$ cat src/rtl/retire_multi.sv
// retire_multi: N-wide in-order retire stage with a private reorder buffer.
//   - Rename allocates one entry per cycle at the tail. The tail index is the ROB tag.
//   - Writeback marks an allocated entry DONE and stores its dest/value.
//   - Each cycle, up to RETIRE_WIDTH of the oldest consecutive DONE entries leave at the head.
//   - Retire outputs are registered and appear one cycle after the head advances.
//   - flush empties the buffer. rst does the same and also clears the retire outputs and counters.
// Slot 0 is never allocated, because tag 0 means "no ROB tag". Pointers wrap from ROB_DEPTH-1 back to 1.
// Optional feature: define QU_RETIRE_PERF_CNT_EN to build the saturating perf counters.
// Without it, both perf ports read 0.
module retire_multi #(
    parameter int ROB_DEPTH         = 16,
    parameter int RETIRE_WIDTH      = 2,
    parameter int PHY_RF_ADDR_WIDTH = 6,
    parameter int DATA_WIDTH        = 32,
    localparam int AW               = $clog2(ROB_DEPTH)
) (
    input  logic                                   clk,
    input  logic                                   rst,
    input  logic                                   flush,
    input  logic                                   alloc_en,
    output logic [AW-1:0]                          alloc_rob_addr,
    output logic                                   rob_full,
    output logic                                   rob_empty,
    input  logic                                   cmp_en,
    input  logic [AW-1:0]                          cmp_rob_addr,
    input  logic [PHY_RF_ADDR_WIDTH-1:0]           cmp_dest,
    input  logic [DATA_WIDTH-1:0]                  cmp_value,
    output logic [RETIRE_WIDTH-1:0]                ret_en,
    output logic [RETIRE_WIDTH*PHY_RF_ADDR_WIDTH-1:0] ret_dest,
    output logic [RETIRE_WIDTH*AW-1:0]             ret_rob_addr,
    output logic [RETIRE_WIDTH*DATA_WIDTH-1:0]     ret_value,
    output logic [63:0]                            perf_retired_cnt,
    output logic [31:0]                            perf_stall_cnt
);

    localparam int NRW = $clog2(RETIRE_WIDTH + 1);
    localparam logic [AW-1:0] FIRST_IDX = AW'(1);
    localparam logic [AW-1:0] LAST_IDX  = AW'(ROB_DEPTH - 1);

    typedef enum logic [1:0] {
        ST_FREE  = 2'd0,
        ST_ALLOC = 2'd1,
        ST_DONE  = 2'd2
    } entry_state_t;

    // ROB storage
    entry_state_t                  state_q [ROB_DEPTH];
    entry_state_t                  state_d [ROB_DEPTH];
    logic [PHY_RF_ADDR_WIDTH-1:0]  dest_q  [ROB_DEPTH];
    logic [PHY_RF_ADDR_WIDTH-1:0]  dest_d  [ROB_DEPTH];
    logic [DATA_WIDTH-1:0]         value_q [ROB_DEPTH];
    logic [DATA_WIDTH-1:0]         value_d [ROB_DEPTH];

    // Pointers and occupancy
    logic [AW-1:0] head_q, head_d;
    logic [AW-1:0] tail_q, tail_d;
    logic [AW-1:0] count_q, count_d;

    // Registered retire lanes
    logic [RETIRE_WIDTH-1:0]       ret_en_q, ret_en_d;
    logic [PHY_RF_ADDR_WIDTH-1:0]  ret_dest_q  [RETIRE_WIDTH];
    logic [PHY_RF_ADDR_WIDTH-1:0]  ret_dest_d  [RETIRE_WIDTH];
    logic [AW-1:0]                 ret_addr_q  [RETIRE_WIDTH];
    logic [AW-1:0]                 ret_addr_d  [RETIRE_WIDTH];
    logic [DATA_WIDTH-1:0]         ret_value_q [RETIRE_WIDTH];
    logic [DATA_WIDTH-1:0]         ret_value_d [RETIRE_WIDTH];

    // Retire selection
    logic [AW-1:0]           lane_idx [RETIRE_WIDTH];
    logic [RETIRE_WIDTH-1:0] lane_ret;
    logic [NRW-1:0]          nret;
    logic                    lane_chain;
    logic                    alloc_ok;

    // Advance a ROB index by step, wrapping ROB_DEPTH-1 -> 1 and never landing on slot 0.
    function automatic logic [AW-1:0] rob_advance(input logic [AW-1:0] base,
                                                  input logic [AW:0]   step);
        logic [AW:0] sum;
        sum = {1'b0, base} + step;
        if (sum > (AW+1)'(ROB_DEPTH - 1)) begin
            sum = sum - (AW+1)'(ROB_DEPTH - 1);
        end
        return sum[AW-1:0];
    endfunction

    assign alloc_rob_addr = tail_q;
    assign rob_full       = (count_q == LAST_IDX);
    assign rob_empty      = (count_q == '0);

    // Lane k retires head+k only while every older lane also retires (oldest-first prefix).
    always_comb begin
        lane_ret   = '0;
        nret       = '0;
        lane_chain = 1'b1;
        for (int k = 0; k < RETIRE_WIDTH; k++) begin
            lane_idx[k] = rob_advance(head_q, (AW+1)'(k));
            if (lane_chain && (state_q[lane_idx[k]] == ST_DONE)) begin
                lane_ret[k] = 1'b1;
                nret        = nret + NRW'(1);
            end else begin
                lane_chain = 1'b0;
            end
        end
    end

    // A full ROB can still accept an allocation when the head slot is freed in the same cycle.
    assign alloc_ok = alloc_en && (!rob_full || (nret != '0));

    // Next state: flush wins. Otherwise apply retire frees, then writeback, then allocation.
    always_comb begin
        state_d  = state_q;
        dest_d   = dest_q;
        value_d  = value_q;
        head_d   = head_q;
        tail_d   = tail_q;
        count_d  = count_q;
        ret_en_d = '0;
        for (int k = 0; k < RETIRE_WIDTH; k++) begin
            ret_dest_d[k]  = '0;
            ret_addr_d[k]  = '0;
            ret_value_d[k] = '0;
        end

        if (flush) begin
            for (int i = 0; i < ROB_DEPTH; i++) begin
                state_d[i] = ST_FREE;
            end
            head_d  = FIRST_IDX;
            tail_d  = FIRST_IDX;
            count_d = '0;
        end else begin
            for (int k = 0; k < RETIRE_WIDTH; k++) begin
                if (lane_ret[k]) begin
                    state_d[lane_idx[k]] = ST_FREE;
                    ret_en_d[k]          = 1'b1;
                    ret_dest_d[k]        = dest_q[lane_idx[k]];
                    ret_addr_d[k]        = lane_idx[k];
                    ret_value_d[k]       = value_q[lane_idx[k]];
                end
            end

            // Writebacks to FREE or already-DONE entries are dropped.
            if (cmp_en && (state_q[cmp_rob_addr] == ST_ALLOC)) begin
                state_d[cmp_rob_addr] = ST_DONE;
                dest_d[cmp_rob_addr]  = cmp_dest;
                value_d[cmp_rob_addr] = cmp_value;
            end

            if (alloc_ok) begin
                state_d[tail_q] = ST_ALLOC;
                tail_d          = rob_advance(tail_q, (AW+1)'(1));
            end

            head_d  = rob_advance(head_q, (AW+1)'(nret));
            count_d = count_q + AW'(alloc_ok) - AW'(nret);
        end
    end

    // Control state: entry states, pointers and occupancy.
    always_ff @(posedge clk) begin
        if (rst) begin
            for (int i = 0; i < ROB_DEPTH; i++) begin
                state_q[i] <= ST_FREE;
            end
            head_q  <= FIRST_IDX;
            tail_q  <= FIRST_IDX;
            count_q <= '0;
        end else begin
            state_q <= state_d;
            head_q  <= head_d;
            tail_q  <= tail_d;
            count_q <= count_d;
        end
    end

    // Payload storage. It needs no reset because it is only read behind a DONE state.
    always_ff @(posedge clk) begin
        dest_q  <= dest_d;
        value_q <= value_d;
    end

    // Registered retire lanes. These feed the RF write, the busy clear and the RS broadcast.
    always_ff @(posedge clk) begin
        if (rst) begin
            ret_en_q <= '0;
            for (int k = 0; k < RETIRE_WIDTH; k++) begin
                ret_dest_q[k]  <= '0;
                ret_addr_q[k]  <= '0;
                ret_value_q[k] <= '0;
            end
        end else begin
            ret_en_q    <= ret_en_d;
            ret_dest_q  <= ret_dest_d;
            ret_addr_q  <= ret_addr_d;
            ret_value_q <= ret_value_d;
        end
    end

    assign ret_en = ret_en_q;

    // Pack lanes so that lane 0 (the oldest) sits in the least significant slice.
    genvar gi;
    generate
        for (gi = 0; gi < RETIRE_WIDTH; gi++) begin : g_lane
            assign ret_dest[gi*PHY_RF_ADDR_WIDTH +: PHY_RF_ADDR_WIDTH] = ret_dest_q[gi];
            assign ret_rob_addr[gi*AW +: AW]                           = ret_addr_q[gi];
            assign ret_value[gi*DATA_WIDTH +: DATA_WIDTH]              = ret_value_q[gi];
        end
    endgenerate

`ifdef QU_RETIRE_PERF_CNT_EN
    logic [63:0] perf_ret_q, perf_ret_d;
    logic [31:0] perf_stall_q, perf_stall_d;
    logic [64:0] perf_ret_sum;

    // Saturating counters. A flush cycle retires nothing, so the counters hold during it.
    always_comb begin
        perf_ret_d   = perf_ret_q;
        perf_stall_d = perf_stall_q;
        perf_ret_sum = {1'b0, perf_ret_q} + 65'(nret);
        if (!flush) begin
            perf_ret_d = perf_ret_sum[64] ? '1 : perf_ret_sum[63:0];
            if (!rob_empty && (nret == '0) && (perf_stall_q != '1)) begin
                perf_stall_d = perf_stall_q + 32'd1;
            end
        end
    end

    // Only rst clears the counters. A flush leaves them untouched.
    always_ff @(posedge clk) begin
        if (rst) begin
            perf_ret_q   <= '0;
            perf_stall_q <= '0;
        end else begin
            perf_ret_q   <= perf_ret_d;
            perf_stall_q <= perf_stall_d;
        end
    end

    assign perf_retired_cnt = perf_ret_q;
    assign perf_stall_cnt   = perf_stall_q;
`else
    assign perf_retired_cnt = '0;
    assign perf_stall_cnt   = '0;
`endif

endmodule

$ cat config.mk
export PLATFORM = sky130hd
export DESIGN_NAME = retire_multi
export DESIGN_NICKNAME = d
export VERILOG_FILES = /design/src/rtl/retire_multi.sv
export SDC_FILE = /design/constraint.sdc
export NUM_CORES = 1
export LEC_CHECK = 0
export ABC_AREA = 1
export BUFFER_PORTS_ARGS = -buffer_cell sky130_fd_sc_hd__buf_2
export CAP_MARGIN = 5
export CORE_ASPECT_RATIO = 1.2
export CORE_UTILIZATION = 25
export DETAILED_ROUTE_END_ITERATION = 10
export MAX_ROUTING_LAYER = met4
export PLACE_DENSITY = 0.38
export REMOVE_ABC_BUFFERS = 1
export SYNTH_ARGS = -nofsm -noshare
export SYNTH_HDL_FRONTEND = slang
export SYNTH_SLANG_ARGS = --single-unit
$ cat constraint.sdc
create_clock -name clk -period 7.76 [get_ports clk]
set_input_delay 2.328 -clock clk [delete_from_list [all_inputs] [get_ports clk]]
set_output_delay 2.328 -clock clk [all_outputs]
set_load 0.01 [all_outputs]
After elaboration in Yosys (flattened, before gate mapping)
Index checks and enable logic that the tools add are counted.
{"block": "op_classes", "bitwise": 17, "muxes": 52, "reduce_logical": 15, "n_eq_ne": 4, "order_cmp": 12, "addsub": 10}
{"operator": "bitwise mux 512 bit", "n": 1}
{"operator": "two-way mux 32 bit", "n": 12}
{"operator": "binary-select mux 32 bit (select 4 bit)", "n": 2}
{"operator": "demux 32 bit (select 4 bit)", "n": 1}
{"operator": "bitwise mux 96 bit", "n": 1}
{"operator": "bitwise AND 32 bit", "n": 2}
{"operator": "inverter 32 bit", "n": 2}
{"operator": "binary-select mux 6 bit (select 4 bit)", "n": 2}
{"operator": "bitwise AND 16 bit", "n": 2}
{"operator": "demux 2 bit (select 4 bit)", "n": 4}
{"operator": "inverter 16 bit", "n": 2}
{"operator": "bitwise OR 16 bit", "n": 2}
{"operator": "two-way mux 6 bit", "n": 5}
{"operator": "binary-select mux 2 bit (select 4 bit)", "n": 3}
{"operator": "demux 6 bit (select 4 bit)", "n": 1}
{"operator": "two-way mux 2 bit", "n": 11}
{"operator": "greater-or-equal comparator 5 bit, second input constant", "n": 4}
{"operator": "< comparator 5 x 1 -> 1 bit, second input constant", "n": 4}
{"operator": "inverter 4 -> 5 bit", "n": 4}
{"operator": "two-way mux 4 bit", "n": 4}
{"operator": "subtractor 4 bit, second input constant", "n": 4}
{"operator": "greater-than comparator 5 x 4 -> 1 bit, second input constant", "n": 3}
{"operator": "adder 4 x 1 -> 5 bit, second input constant", "n": 2}
{"operator": "logical AND 1 bit", "n": 7}
{"operator": "17 further kinds", "n": 25}
{"block": "word_totals", "inputBits": 47, "out_inout_bits": 188, "word_cells": 168, "reg_bits": 738}

Depth between registers and ports, before layout
{"block": "logic_depth", "ltp_word": 19, "depth_mapped": 31, "ltp_nobuf": 24}

Worst setup path before layout
No wires, ideal clock.
{"block": "synth_timing", "path_kind": "input-to-reg", "start": "input cmp_rob_addr[1]", "end": "register dest_q[84] (netlist bit), enable pin", "setup_slack_ps": 2127, "cell_stages": 12, "arrival_time_ps": 5200, "n_path_buf": 1, "setup_ps": 433, "t_required_ps": 7327, "cell_sequence": "inv_1 > nor2_1 > buf_2 > a21oi_1 > nand2_1 > nand2_1 > nand3_1 > nor2_1 > nand2_1 > nor2_1 > nand2_1 > nor2_1"}
{"block": "synth_via", "elab_chain_cells": 7}
{"element": "start: declaration", "line": "25", "rtl": "input logic [AW-1:0] cmp_rob_addr,"}
{"element": "inverter 4 -> 5 bit (implied by the code)", "line": "143", "rtl": "if (cmp_en && (state_q[cmp_rob_addr] == ST_ALLOC)) begin"}
{"element": "binary-select mux 2 bit (select 4 bit)", "line": "143"}
{"element": "two-way mux 2 bit (implied by the code) (2 in a row)", "line": "143"}
{"element": "equality test 2 x 1 -> 1 bit", "line": "143"}
{"element": "logical AND 1 bit", "line": "143"}
{"element": "AND reduction 2 bit (no source line)"}
{"element": "end signal: assignment", "line": "178", "rtl": "dest_q <= dest_d;"}
{"element": "end: declaration", "line": "49", "rtl": "logic [PHY_RF_ADDR_WIDTH-1:0] dest_q [ROB_DEPTH];"}
No other way between the ends. The select of a mux whose other input is x is not followed.
A chain may end at the register's enable or synchronous reset.

==> reports/results.ini <==
[pwr]
p_per_area_mw_per_mm2 = 213
p_int_mw = 6.77
p_clk_share_pct = 49.1
p_leak_nw = 14.9
power.total_mw = 8.66
switchingPower_mw = 1.90
pwr-share-comb_pct = 1.5
power_frac_seq_pct = 49.4
peakVddDrop_uv = 163
switching_share_pct = 21.9

[timing]
setup_viol = 0
hold_viol_final = 0
worst_slew_pin_slew_ns = 1.13
worst_clock_skew_ns = 0.0291
rsz0062_at_grt = false
relSlewSlack_pct = 24.5
slew_viol_final = 0
period_share_pct = 73.2
fin_ws_ns = 2.08
max_freq_mhz = 176
finalCriticalPeriod_ns = 5.68

[finish]
fin_area_mm2 = 0.0407
fin_nets = 3823
regArea_mm2 = 0.0209
area_delta_synth_final_pct = 14.3
fin_util_pct = 28.8
fillers = 14800
drive_above_1_share_pct = 10.3
instances_no_fill = 5668
most-common-layout-cells = 750 x o21ai_0, 608 x edfxtp_1, 583 x a21oi_1
layout_commonest_cell = o21ai_0
multi_input_area_mm2 = 0.0120

[hold_path]
hold_end = state_q[12]
holdCritStartpoint = state_q[12]
min_path_cells = 2
hp-class = flop to flop

[clock_tree]
cts-root-buf = clkbuf_16
cts-buffers-inserted = 88
cts.sinks = 738
htreeDepth = 3
clk_latency_ns = 0.70
cts.clk_slew.worst_paths_ns = 0.06
postCtsSetupRepairBufs = 0
cts_resized = 0
cts_tree = built
cts-hold-fix-buffers = 0
cts_buffer_depth = 3

[floorplanning]
core-area_mm2 = 0.141
dieArea_mm2 = 0.144
die_y_um = 415
rows = 151
die_x_um = 347
initial_core_util_pct = 25.2
pin_count = 235

[setup_path]
worstPathArrival_ns = 6.26
ff2ff_setup_slack_ns = 2.08
path_buf_inv = 8
cpLargestDelayFamily = buffers and inverters
crit_cells = 25
crit_path_top_delay_cell = dfxtp_4
r2r-end = head_q[1]
slowest_delay_ns = 0.61
critPathKind = flop to flop
critical_path.max_fanout = 66
regToRegStartpoint = head_q[1]
required_ns = 8.34
crit_top_cell = inv_1
cp-start-kind = flop
r2r_cells = 25
cp-end-kind = flop

[routing]
drt_wl_total_mm = 137
antenna_left = 0
drt_iter0_drc = 2337
vias_per_cell = 4.94
firstDrtPassIters = 6
wl_per_cell_um = 24.2
vias = 28000
drcViolationCount = 0

[logic_synthesis]
synth_top_area_share_pct = 51.3
syn-cell-area_mm2 = 0.0356
synth-seq-cells = 738
yosysWarnings = 0
synth_edf_count = 608
synth_ff_type = edfxtp_1
synth.largest_area_cell = edfxtp_1
synth_area_leaders = edfxtp_1 51%, o21ai_0 11%, a21oi_1 8.2%
synthArstFlopShare_pct = 0
ys_seq_area_share_pct = 58.6
synthCells = 3733
ys_types = 49
synth.avg_cell_area_um2 = 9.54

[grt]
grt_remaining_overflow = 0
grt_antenna_before_repair = 5
grt_use_total_pct = 19.2
grt_pass1_vias = 27200
grt_pass1_wl_mm = 196
grt_max_degree = 198

[placed_design]
place_hpwl_mm = 78.0
dpl_cell_area_mm2 = 0.0378
placement.io_buffers = 138
routabilityCongestion = 0.848
placed_cells = 5500
dp_worst_setup_slack_ns = 1.76

[run_status]
status = finished clean

[run]
maxCapViolCount = 0

[power groups by stage]
| stage | registers (mW) | clock network (mW) | logic, mW |
|---|---|---|---|
| after global placement | 4.37 | 0 | 0.131 |
| after CTS | 4.28 | 4.38 | 0.130 |
| final | 4.28 | 4.25 | 0.128 |
| after global routing | 4.28 | 4.52 | 0.143 |
| after floorplan | 4.37 | 0 | 0.0450 |
| after detailed placement | 4.37 | 0 | 0.130 |
[per-stage QoR]
| step | TNS (ns) | hold WS, ns |
|---|---|---|
| after detailed placement | 0 | 0.483 |
| final | 0 | 0.490 |
| after global placement | 0 | 0.483 |
| after global routing | 0 | 0.511 |
| after floorplan | -652.33 | 0.457 |
| after CTS | 0 | 0.490 |
[state kept, by name, indices dropped and copies added (netlist names)]
register	flops
head_q	4
state_q	32
dest_q	96
value_q	512
ret_dest	12
ret_en	2
alloc_rob_addr	4
count_q	4
ret_rob_addr	8
ret_value	64
[synth_stat cells (10+ instances only)]
library cell  count
o41a_1           15
a41oi_1          11
edfxtp_1        608
ha_1             20
buf_2            62
dfxtp_1         130
a21boi_0         19
o31a_1           11
clkbuf_1        149
buf_4           102
buf_6            10
and3_1           36
buf_1            39
inv_1           369
nor2_1          130
o21ai_0         750
nand4_1          28
a21oi_1         583
o221ai_1         25
nand3_1         184
nand2_1         381
[cells by family (layout without fill, tap and decap cells)]
group           Yosys count  count (layout)  synth area share [%]
simple gates            787             787                  9.78
compound gates         1442            1442                  21.3
other cells               1             100                0.0105
flops                   738             738                  58.6
buf+inv                 737             737                  9.32
xor+xnor                  6               6                 0.148
fa+ha+maj                22              22                 0.815
[routing by layer]
layer  share of wire [%]  global-route usage (%)  up-vias
li1                    -                       -    13100
met1                  44                    24.5    13800
met2                  47                    30.7      980
met3                 5.2                    2.64      209
met4                 3.5                    7.70        0
met5                   0                       -        -
[final cells by class]
class / count / share of cell area, %
clock buffers: 126 / 6.29
diodes: 4 / 0.0246
repair buffers: 200 / 2.93
well taps: 1836 / 5.64
multi-input cells: 2353 / 29.4
clock inverters: 38 / 0.919
inverters: 373 / 3.49
flip-flops and latches: 738 / 51.3
[worst max path at each step]
stage / start / to / slack, ns
after floorplan: head_q[0] / head_q[1] / -8.35
after global routing: head_q[1] / head_q[1] / 1.64
after global placement: cmp_rob_addr[1] / value_q[102] / 1.65
after detailed placement: cmp_rob_addr[1] / value_q[103] / 1.76
final: head_q[1] / head_q[1] / 2.08
after CTS: head_q[1] / head_q[1] / 2.16
[tightest hold or removal path, stage by stage (launching register included)]
cell,delay [ns]
dfxtp_1,0.31
nand3_1,0.07
a21oi_1,0.06
No activity file was read; power rests on OpenSTA's default activity.
